===== src/rtl/mvtr_mon_if.sv =====
// mvtr_mon_if: replica/vote/status bundle between a voter and its producer/consumer
interface mvtr_mon_if #(
   parameter int M     = 3,
   parameter int N     = 8,
   parameter int CNT_W = 8
);
   logic [M*N-1:0]     vtr_i;
   logic               valid_i;
   logic               clr_i;
   logic [N-1:0]       vtr_o;
   logic               valid_o;
   logic               warn_o;
   logic [M-1:0]       dis_o;
   logic [M-1:0]       fault_o;
   logic [M*CNT_W-1:0] err_cnt_o;
   modport master (output vtr_i, valid_i, clr_i,
                   input  vtr_o, valid_o, warn_o, dis_o, fault_o, err_cnt_o);
   modport slave  (input  vtr_i, valid_i, clr_i,
                   output vtr_o, valid_o, warn_o, dis_o, fault_o, err_cnt_o);
endinterface


===== src/rtl/mvtr_mon.sv =====
// mvtr_mon: registered M-way majority voter with per-replica error counters and sticky fault flags.
// Optional macro MVTR_MON_EXCLUDE_EN: flagged replicas drop out of the vote (ties go to the lowest-index
// unflagged replica, all flagged follows replica 0).
module mvtr_mon #(
   parameter int M       = 3,
   parameter int N       = 8,
   parameter int CNT_W   = 8,
   parameter int PERSIST = 4
) (
   input logic        clk_i,
   input logic        rst_i,
   mvtr_mon_if.slave  bus
);
   localparam int CW = $clog2(M + 1);
   localparam int SW = $clog2(PERSIST + 1);
   logic [M-1:0]       act;
   logic [N-1:0]       vote;
   logic [M-1:0]       dis;
   logic [CW-1:0]      ones;
   logic [CNT_W-1:0]   err    [M];
   logic [SW-1:0]      streak [M];
`ifdef MVTR_MON_EXCLUDE_EN
   logic [CW-1:0]      nvot;
   logic               first;
`endif
   // bitwise vote over the active replicas, then per-replica disagreement against the result
   always_comb begin
`ifdef MVTR_MON_EXCLUDE_EN
      act  = ~bus.fault_o;
      nvot = '0;
      for (int h = 0; h < M; h++) nvot = nvot + CW'(act[h]);
`else
      act = '1;
`endif
      vote = '0;
      ones = '0;
      for (int b = 0; b < N; b++) begin
         ones = '0;
         for (int h = 0; h < M; h++) ones = ones + CW'(act[h] & bus.vtr_i[h*N+b]);
`ifdef MVTR_MON_EXCLUDE_EN
         first = bus.vtr_i[b];
         for (int h = M - 1; h >= 0; h--) if (act[h]) first = bus.vtr_i[h*N+b];
         vote[b] = ({ones, 1'b0} == {1'b0, nvot}) ? first : (ones > (nvot >> 1));
`else
         vote[b] = ones > CW'(M / 2);
`endif
      end
      dis = '0;
      for (int h = 0; h < M; h++) dis[h] = bus.vtr_i[h*N +: N] != vote;
   end
   // output register plus saturating error/streak counters and sticky fault flags
   always_ff @(posedge clk_i) begin
      if (rst_i) begin
         bus.vtr_o   <= '0;
         bus.valid_o <= 1'b0;
         bus.warn_o  <= 1'b0;
         bus.dis_o   <= '0;
         bus.fault_o <= '0;
         for (int h = 0; h < M; h++) begin
            err[h]    <= '0;
            streak[h] <= '0;
         end
      end else begin
         bus.valid_o <= bus.valid_i;
         bus.warn_o  <= bus.valid_i & (|dis);
         bus.dis_o   <= bus.valid_i ? dis : '0;
         if (bus.valid_i) bus.vtr_o <= vote;
         for (int h = 0; h < M; h++) begin
            if (bus.clr_i) begin
               err[h]         <= '0;
               streak[h]      <= '0;
               bus.fault_o[h] <= 1'b0;
            end else if (bus.valid_i) begin
               if (dis[h] && err[h] != '1) err[h] <= err[h] + 1'b1;
               streak[h] <= !dis[h] ? '0 : (streak[h] == SW'(PERSIST)) ? streak[h] : streak[h] + 1'b1;
               if (dis[h] && streak[h] >= SW'(PERSIST - 1)) bus.fault_o[h] <= 1'b1;
            end
         end
      end
   end
   for (genvar g = 0; g < M; g++) begin : g_cnt
      assign bus.err_cnt_o[g*CNT_W +: CNT_W] = err[g];
   end
endmodule


===== src/flat_wrapper.sv =====
// flat-port wrapper written by rule: the top's interface ports become plain ports
module mvtr_mon_flat 
#(
   parameter int M       = 3,
   parameter int N       = 8,
   parameter int CNT_W   = 8,
   parameter int PERSIST = 4
)
  (clk_i, rst_i, bus_vtr_i, bus_valid_i, bus_clr_i, bus_vtr_o, bus_valid_o, bus_warn_o, bus_dis_o, bus_fault_o, bus_err_cnt_o);
  mvtr_mon_if #(.M(M), .N(N), .CNT_W(CNT_W)) bus_i ();
  input logic clk_i;
  input logic rst_i;
  input wire logic [$bits(bus_i.vtr_i)-1:0] bus_vtr_i;
  input wire logic [$bits(bus_i.valid_i)-1:0] bus_valid_i;
  input wire logic [$bits(bus_i.clr_i)-1:0] bus_clr_i;
  output wire logic [$bits(bus_i.vtr_o)-1:0] bus_vtr_o;
  output wire logic [$bits(bus_i.valid_o)-1:0] bus_valid_o;
  output wire logic [$bits(bus_i.warn_o)-1:0] bus_warn_o;
  output wire logic [$bits(bus_i.dis_o)-1:0] bus_dis_o;
  output wire logic [$bits(bus_i.fault_o)-1:0] bus_fault_o;
  output wire logic [$bits(bus_i.err_cnt_o)-1:0] bus_err_cnt_o;
  assign bus_i.vtr_i = bus_vtr_i;
  assign bus_i.valid_i = bus_valid_i;
  assign bus_i.clr_i = bus_clr_i;
  assign bus_vtr_o = bus_i.vtr_o;
  assign bus_valid_o = bus_i.valid_o;
  assign bus_warn_o = bus_i.warn_o;
  assign bus_dis_o = bus_i.dis_o;
  assign bus_fault_o = bus_i.fault_o;
  assign bus_err_cnt_o = bus_i.err_cnt_o;
  mvtr_mon #(.M(M), .N(N), .CNT_W(CNT_W), .PERSIST(PERSIST)) u_core (.clk_i(clk_i), .rst_i(rst_i), .bus(bus_i));
endmodule

===== config.mk =====
export PLATFORM = sky130hd
export DESIGN_NAME = mvtr_mon_flat
export DESIGN_NICKNAME = d
export VERILOG_FILES = /design/src/rtl/mvtr_mon_if.sv /design/src/rtl/mvtr_mon.sv /design/src/flat_wrapper.sv
export SDC_FILE = /design/constraint.sdc
export NUM_CORES = 1
export LEC_CHECK = 0
export BUFFER_PORTS_ARGS = -buffer_cell sky130_fd_sc_hd__buf_2
export CORE_AREA = 2 2 93 59
export DETAILED_ROUTE_END_ITERATION = 16
export DIE_AREA = 0 0 95 61
export PLACE_DENSITY = 0.9
export SYNTH_ARGS = -nofsm -noshare
export SYNTH_HDL_FRONTEND = slang
export SYNTH_SLANG_ARGS = --single-unit

===== constraint.sdc =====
create_clock -name clk_i -period 8.5 [get_ports clk_i]
set_input_delay 2.55 -clock clk_i [delete_from_list [all_inputs] [get_ports clk_i]]
set_output_delay 2.55 -clock clk_i [all_outputs]
set_load 0.005 [all_outputs]

==> metrics.yaml, run 1 <==
outcome: "completed"
grt_pass1_vias: 2154
drc_errors: 0
clock_skew_ps: 11.3
maxClockFrequency_mhz: 210
fin_crit_sh_pct: 56.0
topRoutingLayerUsed: "met4"
dieArea_mm2: 0.00580
crit_path_frequent_cell: "o21ai_0"
synth_nets: 317
hp-class: "reg -> reg"
nets: 384
finalHoldViolCount: 0
intPower_uw: 401
hold_ws_ps: 493
grt_pass1_wl_um: 10400
ant_nets: 0
overflow: 0
gp_congestion: 0.889
dr.pass1.iters: 4
rows: 20
cap_viol_max_count: 0
synth_top_cell_area_share_pct: 35.3
ys.flop_type: "edfxtp_1"
die_h_um: 61
seq_power_share_pct: 51.4
power_switching_uw: 143
initial_core_util_pct: 56.9
rsz0062_at_grt: "no"
antenna_found_initial: 0
wl_per_cell_um: 16.0
ctsHoldBuffers: 0
cts-root-buf: "clkbuf_8"
crit_fanout: 8
drv_slew: 0
clk_pin_slew_ps: 90
drt-total-wl_um: 6450
num_vias: 2283
yosys.area.top_type: "edfxtp_1"
worst_slew_pin_slew_ps: 1040
fin_cells: 403
critPathMaxStageDelay_ps: 850
pin_count: 68
numPortBuffers: 67
worstSetupEndpointType: "flip-flop"
die_w_um: 95
vias_per_cell: 5.67
antenna_cells: 0
synthCells: 269
path_class: "in -> reg"
synth_warnings: 0
area_delta_synth_final_pct: 18.1
cp_slowest_cell: "o21ai_0"
setup_ws_ps: 3740
p_leak_uw: 0.00142
worstPathRequired_ps: 8430
startpoint_type: "input port"
track_usage_pct: 23.5
first_iter_violations: 127
synth_async_sr_flop_share_pct: 0
clock-sinks: 49
fin_tns_setup_ps: 0
synth_area_leaders: "edfxtp_1 35%, dfxtp_1 11%, ha_1 8.9%"
synth-edff-count: 33
grt_max_degree: 22
insertion_delay_ps: 310
yosysSeqAreaShare_pct: 46.7
finalSetupViolations: 0
ys_types: 40
switching_share_pct: 26.2
cp.arrival_ps: 4690
synth.avg_cell_area_um2: 10.4
cts_tree: "done"
route.met2.wl_um: 2930
syn-cell-area_mm2: 0.00281
post_cts.repair.setup_buffers: 0
dp_cells: 395
powerDensity_mw_per_mm2: 164
drive_gt1_share_pct: 26.1
min_period_ps: 4760
synth_seq_cells: 49
placeableCoreArea_mm2: 0.00493
crit_chain: "buf_2, ha_1, a21oi_1, xor2_1, nand4_1, o21ai_0, o21ai_0"
wl_met1_um: 3000
cts_buffer_depth: 2
maxSlewHeadroom_pct: 30.0
cts_resized: 0
cts-buffers-inserted: 5
wl_met3_um: 408
p_comb_share_pct: 16.2
hpwlAfterDp_um: 5090
htree_num_levels: 2
ir_drop_uv: 73.8
pre_cts_ws_ps: 3430
fillers: 359
p_clk_share_pct: 32.4
==> kinds of logic (layout without fill, tap and decap cells) <==
family | Yosys count | after routing | synth area share (%)
AO/OA/AOI/OAI | 45 | 45 | 12.2
XOR/XNOR | 34 | 34 | 10.6
adder cells (fa/ha/maj) | 20 | 20 | 8.92
buffers and inverters | 22 | 90 | 3.03
flip-flops | 49 | 49 | 46.7
AND/OR/NAND/NOR | 99 | 99 | 18.5
==> flip-flops by register name, indices dropped and copies added (netlist names) <==
| signal | count |
|---|---|
| u_core.bus.vtr_o | 8 |
| u_core.bus.warn_o | 1 |
| u_core.bus.dis_o | 3 |
| u_core.bus.fault_o | 3 |
| u_core.streak | 9 |
| u_core.bus.valid_o | 1 |
| u_core.err | 24 |
==> cell usage after synthesis, types with 2 or more instances <==
library cell   n
a2111oi_0      6
a211oi_1      11
a21oi_1        5
a21oi_2        7
and2_1         2
and3_1         9
buf_1          2
buf_2          2
clkbuf_1       3
dfxtp_1       16
edfxtp_1      33
ha_1          20
inv_1         15
nand2_1        9
nand2b_1       2
nand3_1       13
nand4_1        2
nor2_1        28
nor2b_1        5
nor3_1        15
nor3b_1        6
nor4_1         2
o21ai_0        2
o21ai_1        5
or4_4          2
xnor2_1       15
xor2_1        19
==> layout make-up <==
type	instances	area, um2	area share (%)
multi-input combinational	198	1410	42.5
inverter	15	56.3	1.70
tap	66	82.6	2.49
sequential	49	1310	39.5
timing repair buffer	67	335	10.1
clock inverter	2	37.5	1.13
clock buffer	6	82.6	2.49
==> stage by stage <==
stage               area (um2)  utilization, %  total power (uW)
finish                    3320            67.3               544
global route              3320            67.3               566
CTS                       3320            67.3               544
detailed placement        3200            64.8               371
global placement          3200            64.8               367
floorplan                 2810               -               336
==> per-layer routing <==
metal	GRT usage, %	vias up
li1	-	1105
met1	32.3	1067
met2	37.9	97
met3	4.35	14
met4	8.49	0
met5	0	-
==> cells in the final DEF (no fill, tap or decap), drive strengths merged, types with 2 or more instances in the layout <==
master   instances
nand2            9
edfxtp          33
xnor2           15
nor4             3
xor2            19
clkbuf           6
nor3b            6
or4              2
buf             67
nand3           13
ha              20
o21ai            9
a21oi           12
dfxtp           16
and3             9
nor3            16
inv             15
a211oi          11
nor2            28
a2111oi          6
and2             2
nand2b           2
nand4            2
nor2b            5
==> critical path: cells and delay by family <==
family                     cells  cell delay, ps
adders and majority gates      1             310
xor gates and xnor gates       1             130
buffers and inverters          1             120
AOI/OAI and AO/OA              3            1360
and+or+nand+nor                1             210
==> worst paths after layout <==
kind / depth (start not counted) / to / slack (ps) / start
worst max-delay path: 7 / u_core.err[2][1] / 3740 / bus_vtr_i[2]
worst min-delay path: 2 / u_core.bus.vtr_o[5] / 490 / u_core.bus.vtr_o[5]
worst max register to register: 5 / u_core.err[2][1] / 6110 / u_core.err[2][0]
worst min register to register: 2 / u_core.bus.vtr_o[5] / 490 / u_core.bus.vtr_o[5]
==> power by group through the flow <==
| stage | sequential [uW] | combinational (uW) | clock (uW) |
|---|---|---|---|
| 2_1_floorplan | 284 | 52.5 | 0 |
| 3_3_place_gp | 284 | 83.5 | 0 |
| 3_5_place_dp | 285 | 86.4 | 0 |
| 4_1_cts | 279 | 86.9 | 177 |
| 5_1_grt | 282 | 97.6 | 186 |
| 6_report | 280 | 88.0 | 177 |
No activity file was read; power rests on OpenSTA's default activity.
==> run 2: changes to the inputs <==
--- a/config.mk
+++ b/config.mk
@@ -6,10 +6,10 @@
 export NUM_CORES = 1
 export LEC_CHECK = 0
 export BUFFER_PORTS_ARGS = -buffer_cell sky130_fd_sc_hd__buf_2
-export CORE_AREA = 2 2 93 59
+export CORE_AREA = 2 2 102 65
 export DETAILED_ROUTE_END_ITERATION = 16
-export DIE_AREA = 0 0 95 61
-export PLACE_DENSITY = 0.9
+export DIE_AREA = 0 0 104 67
+export PLACE_DENSITY = 0.8
 export SYNTH_ARGS = -nofsm -noshare
 export SYNTH_HDL_FRONTEND = slang
 export SYNTH_SLANG_ARGS = --single-unit
==> constraint.sdc (replaced) <==
create_clock -name clk_i -period 4.2 [get_ports clk_i]
set_input_delay 1.26 -clock clk_i [delete_from_list [all_inputs] [get_ports clk_i]]
set_output_delay 1.26 -clock clk_i [all_outputs]
set_load 0.005 [all_outputs]
==> metrics.yaml, run 2 (synthesized netlist as in run 1, its figures left out) <==
nets: 384
total_power_uw: 1010
cts-root-buf: "clkbuf_8"
grt_pass1_wl_um: 10100
fin_util_pct: 55.6
regArea_mm2: 0.00131
hp-class: "reg -> reg"
powerDensity_mw_per_mm2: 305
ant_nets: 0
fin_crit_sh_pct: 81.5
dr.pass1.iters: 4
clock_skew_ps: 2.89
fin_tns_setup_ps: 0
post_dp_cell_area_mm2: 0.00322
layout_commonest_cell: "buf_2"
maxSlewHeadroom_pct: 27.9
finalSetupViolations: 0
drt-total-wl_um: 5990
cap_viol_max_count: 0
top_register: "u_core.err"
first_iter_violations: 104
pin_count: 68
dieArea_mm2: 0.00697
cp_slowest_cell: "o21ai_0"
die_h_um: 67
vias_per_cell: 5.33
post_cts.repair.setup_buffers: 0
drive_gt1_share_pct: 26.1
clk_pin_slew_ps: 90
overflow: 0
track_usage_pct: 18.5
outcome: "completed"
gp_congestion: 0.821
cts_tree: "done"
crit_chain: "buf_2, ha_1, a21oi_1, xor2_1, nand4_1, o21ai_0, o21ai_0"
final_cell_mix: "67 x buf_2, 33 x edfxtp_1, 28 x nor2_1, 20 x ha_1, 19 x xor2_1"
wl_per_cell_um: 14.2
ctsHoldBuffers: 0
maxClockFrequency_mhz: 292
critPathMaxStageDelay_ps: 870
multi_input_area_mm2: 0.00141
insertion_delay_ps: 300
cts-buffers-inserted: 5
min_period_ps: 3420
initial_core_util_pct: 47.2
cp_num_buf_inv: 1
grt_pass1_vias: 2137
largestRegisters: "u_core.err: 24 flops, u_core.streak: 9 flops, u_core.bus.vtr_o: 8 flops"
crit_fanout: 8
path_class: "in -> reg"
placeableCoreArea_mm2: 0.00595
largest_register_ffs: 24
numPortBuffers: 67
crit_path_frequent_cell: "o21ai_0"
hpwlAfterDp_um: 4830
hold_ws_ps: 490
cp.arrival_ps: 3350
rows: 22
drc_errors: 0
drv_slew: 0
antenna_cells: 0
worstSetupEndpointType: "flip-flop"
cts_resized: 0
cts_buffer_depth: 2
num_vias: 2245
worstPathRequired_ps: 4130
ir_drop_uv: 128
htree_num_levels: 2
p_leak_uw: 0.00140
finalHoldViolCount: 0
rsz0062_at_grt: "no"
grt_max_degree: 22
worst_slew_pin_slew_ps: 1070
rrSetupSlack_ps: 1820
fillers: 541
antenna_found_initial: 0
clock-sinks: 49
die_w_um: 104
startpoint_type: "input port"
area_delta_synth_final_pct: 17.7
path_delay_family: "compound AO/OA/AOI/OAI gates"
final_cell_area_mm2: 0.00330
run 2: worst register-to-register path: cells and delay by family, from the launching register on:
kind / cells / cell delay (ps)
AND/OR/NAND/NOR: 3 / 430
AO/OA/AOI/OAI: 1 / 880
flip-flops: 1 / 440
adder cells (fa/ha/maj): 1 / 260
run 2: layout make-up:
cell class                 count  share of cell area (%)
clock buffer                   5                    2.08
clock inverter                 3                   0.530
inverter                      15                    1.70
multi-input combinational    198                    42.7
sequential                    49                    39.7
tap                           84                    3.18
timing repair buffer          67                    10.1
run 2: final timing paths:
| path | from | end | cells past startpoint |
|---|---|---|---|
| worst max register to register | u_core.err[2][0] | u_core.err[2][4] | 5 |
| worst min register to register | u_core.bus.vtr_o[3] | u_core.bus.vtr_o[3] | 2 |
| worst max-delay path | bus_vtr_i[2] | u_core.err[2][4] | 7 |
| worst min-delay path | u_core.bus.vtr_o[3] | u_core.bus.vtr_o[3] | 2 |
run 2: where the power goes:
part           switching [uW]  total (uW)  leakage (uW)  internal [uW]
Clock                     154         269     0.0000439            115
Combinational            96.6         172      0.000843           75.9
Sequential               23.7         566      0.000515            542
Total                     274        1010       0.00140            733
run 2: metal layers:
| metal | share of wire (%) | global-route usage [%] | routed length [um] | vias up |
|---|---|---|---|---|
| li1 | - | - | - | 1110 |
| met1 | 50 | 25.2 | 3010 | 1071 |
| met2 | 44 | 29.3 | 2630 | 54 |
| met3 | 4.4 | 4.21 | 264 | 10 |
| met4 | 1.5 | 5.91 | 91 | 0 |
| met5 | 0 | 0 | 0 | - |
run 2: through the flow:
stage	instances	setup WS (ps)
2_1_floorplan	269	973
3_3_place_gp	413	550
3_5_place_dp	413	429
4_1_cts	421	763
5_1_grt	421	518
6_report	421	777
==> run 3: changes to the inputs <==
--- a/config.mk
+++ b/config.mk
@@ -5,11 +5,12 @@
 export SDC_FILE = /design/constraint.sdc
 export NUM_CORES = 1
 export LEC_CHECK = 0
+export ABC_AREA = 1
 export BUFFER_PORTS_ARGS = -buffer_cell sky130_fd_sc_hd__buf_2
-export CORE_AREA = 2 2 102 65
+export CORE_AREA = 2 2 100 63
 export DETAILED_ROUTE_END_ITERATION = 16
-export DIE_AREA = 0 0 104 67
-export PLACE_DENSITY = 0.8
+export DIE_AREA = 0 0 102 65
+export PLACE_DENSITY = 0.85
 export SYNTH_ARGS = -nofsm -noshare
 export SYNTH_HDL_FRONTEND = slang
 export SYNTH_SLANG_ARGS = --single-unit
==> constraint.sdc (replaced) <==
create_clock -name clk_i -period 3.5 [get_ports clk_i]
set_input_delay 1.05 -clock clk_i [delete_from_list [all_inputs] [get_ports clk_i]]
set_output_delay 1.05 -clock clk_i [all_outputs]
set_load 0.005 [all_outputs]
==> metrics.yaml, run 3 <==
critPathMaxStageDelay_ps: 280
reg2reg_to: "u_core.err[0][2]"
drc_errors: 0
synth_top_cell_area_share_pct: 32.3
ant_nets: 0
nets: 491
cts_resized: 0
gp_congestion: 0.844
synth_warnings: 0
hp-class: "reg -> reg"
maxClockFrequency_mhz: 390
initial_core_util_pct: 52.5
dieArea_mm2: 0.00663
largestRegisters: "u_core.err: 24 flops, u_core.streak: 9 flops, u_core.bus.vtr_o: 8 flops"
cap_viol_max_count: 0
overflow: 0
ctsHoldBuffers: 0
pin_count: 68
crit_chain: "buf_2, ha_1, nand2_1, nand2_1, nand2_1, nand4_1, nor2_1, nand2_2, nand3_4, nand2_1"
cp-startpoint: "bus_vtr_i[4]"
drt-total-wl_um: 6210
synth.avg_cell_area_um2: 8.24
die_h_um: 65
synth_seq_cells: 49
clock_skew_ps: 5.19
cp.depth: 10
path_delay_family: "simple AND/OR/NAND/NOR gates"
antenna_found_initial: 0
fillers: 506
drv_slew: 0
numPortBuffers: 67
crit_fanout: 8
clk_pin_slew_ps: 90
p_comb_share_pct: 17.3
clock-sinks: 49
grt_pass1_wl_um: 10500
rsz0062_at_grt: "no"
insertion_delay_ps: 300
finalSetupViolations: 0
worstSetupEndpointType: "flip-flop"
wl_per_cell_um: 11.8
drive_gt1_share_pct: 22.7
ff2ff_path_depth: 6
yosys.area.top_type: "edfxtp_1"
yosysSeqAreaShare_pct: 42.8
worst_slew_pin_slew_ps: 337
synth_area_leaders: "edfxtp_1 32%, dfxtp_1 10%, nand2_1 8.4%"
worstPathRequired_ps: 3500
antenna_cells: 0
power_switching_uw: 351
min_period_ps: 2570
hpwlAfterDp_um: 4970
cts-buffers-inserted: 5
crit_path_frequent_cell: "nand2_1"
endpoint: "u_core.err[2][4]"
synth_common_cells: "69 x nand2_1, 62 x inv_1, 60 x nor2_1"
outcome: "completed"
finalHoldViolCount: 0
vias_per_cell: 4.80
startpoint_type: "input port"
grt_pass1_vias: 2386
switching_share_pct: 26.8
largest_register_ffs: 24
ys_types: 27
final_cell_mix: "69 x nand2_1, 67 x buf_2, 62 x inv_1, 60 x nor2_1, 33 x edfxtp_1"
ir_drop_uv: 163
final_cell_area_mm2: 0.00359
fin_crit_sh_pct: 73.3
area_delta_synth_final_pct: 17.3
htree_num_levels: 2
num_vias: 2533
synthCells: 372
fin_cells: 528
cts_tree: "done"
track_usage_pct: 20.3
cp.arrival_ps: 2570
post_dp_cell_area_mm2: 0.00348
cp_slowest_cell: "ha_1"
r2r-start: "u_core.err[0][0]"
synth_async_sr_flop_share_pct: 0
cts_buffer_depth: 2
ys.flop_type: "edfxtp_1"
rows: 22
dr.pass1.iters: 5
post_cts.repair.setup_buffers: 0
layout_commonest_cell: "nand2_1"
cp_num_buf_inv: 1
syn-cell-area_mm2: 0.00307
top_register: "u_core.err"
yosysMostFrequentCell: "nand2_1"
synth_nets: 420
intPower_uw: 957
p_leak_uw: 0.00181
rrSetupSlack_ps: 1650
seq_power_share_pct: 52.2
grt_max_degree: 16
first_iter_violations: 114
die_w_um: 102
path_class: "in -> reg"
maxSlewHeadroom_pct: 77.5
cts-root-buf: "clkbuf_8"
dp_cells: 520
placeableCoreArea_mm2: 0.00584
synth-edff-count: 33
fin_tns_setup_ps: 0
powerDensity_mw_per_mm2: 364
p_clk_share_pct: 30.4
run 3: changes by cell type after synthesis, sizes merged, moves of 9 or more:
cell    delta
nand3b     +9
nand3     +18
a211oi    -11
nor3      -13
nor2      +36
inv       +49
nand2     +75
run 3: logic make-up (layout without fill, tap and decap cells):
kind of cell             after synthesis  count (layout)  share of synthesized area (%)
AND/OR/NAND/NOR                      202             202                           32.7
flip-flops                            49              49                           42.8
XOR/XNOR                              19              19                           5.43
AO/OA/AOI/OAI                         15              15                           2.45
buffers and inverters                 67             139                           8.53
adder cells (fa/ha/maj)               20              20                           8.16
run 3: worst register-to-register path: stages, from the launching register on:
cell and delay, ps:
edfxtp_1 410, ha_1 210, nand3_1 140, nor3b_2 240, nand3_1 150, nand3_4 170, nand2_1 240
run 3: per-stage QoR:
stage / total power [uW] / hold slack [ps] / setup slack, ps / utilization (%)
final: 1310 / 465 / 933 / 61.6
after global routing: 1380 / 480 / 764 / 61.6
after CTS: 1310 / 462 / 948 / 61.6
after detailed placement: 923 / 447 / 627 / 59.7
after global placement: 911 / 436 / 647 / 59.7
after floorplan: 838 / 446 / 1040 / -
run 3: final cells by class:
type / instances / area (um2) / share of cell area, %
Multi-Input combinational cell: 256 / 1490 / 41.5
Timing Repair Buffer: 67 / 335 / 9.33
Clock buffer: 5 / 68.8 / 1.91
Clock inverter: 3 / 41.3 / 1.15
Inverter: 64 / 240 / 6.68
Tap cell: 84 / 105 / 2.92
Sequential cell: 49 / 1310 / 36.5
run 3: how the worst min path moves through the flow:
stage                                from                    end  slack, ps  cells after the start
floorplan           u_core.bus.fault_o[2]  u_core.bus.fault_o[2]        450                      2
global placement    u_core.bus.fault_o[0]  u_core.bus.fault_o[0]        440                      2
detailed placement  u_core.bus.fault_o[0]  u_core.bus.fault_o[0]        450                      2
CTS                 u_core.bus.fault_o[0]  u_core.bus.fault_o[0]        460                      2
global route        u_core.bus.fault_o[0]  u_core.bus.fault_o[0]        480                      2
finish              u_core.bus.fault_o[0]  u_core.bus.fault_o[0]        460                      2
run 3: power groups by stage:
stage / clock network (uW) / logic, uW / registers, uW
finish: 398 / 227 / 683
global route: 435 / 261 / 688
CTS: 404 / 228 / 683
detailed placement: 0 / 226 / 696
global placement: 0 / 216 / 695
floorplan: 0 / 143 / 695
run 3: per-layer routing:
layer | GRT usage [%] | vias up | share of wire, %
met5 | 0 | - | 0
li1 | - | 1322 | -
met3 | 4.96 | 5 | 4.9
met4 | 4.00 | 0 | 0.98
met2 | 33.1 | 58 | 45
met1 | 27.8 | 1148 | 49
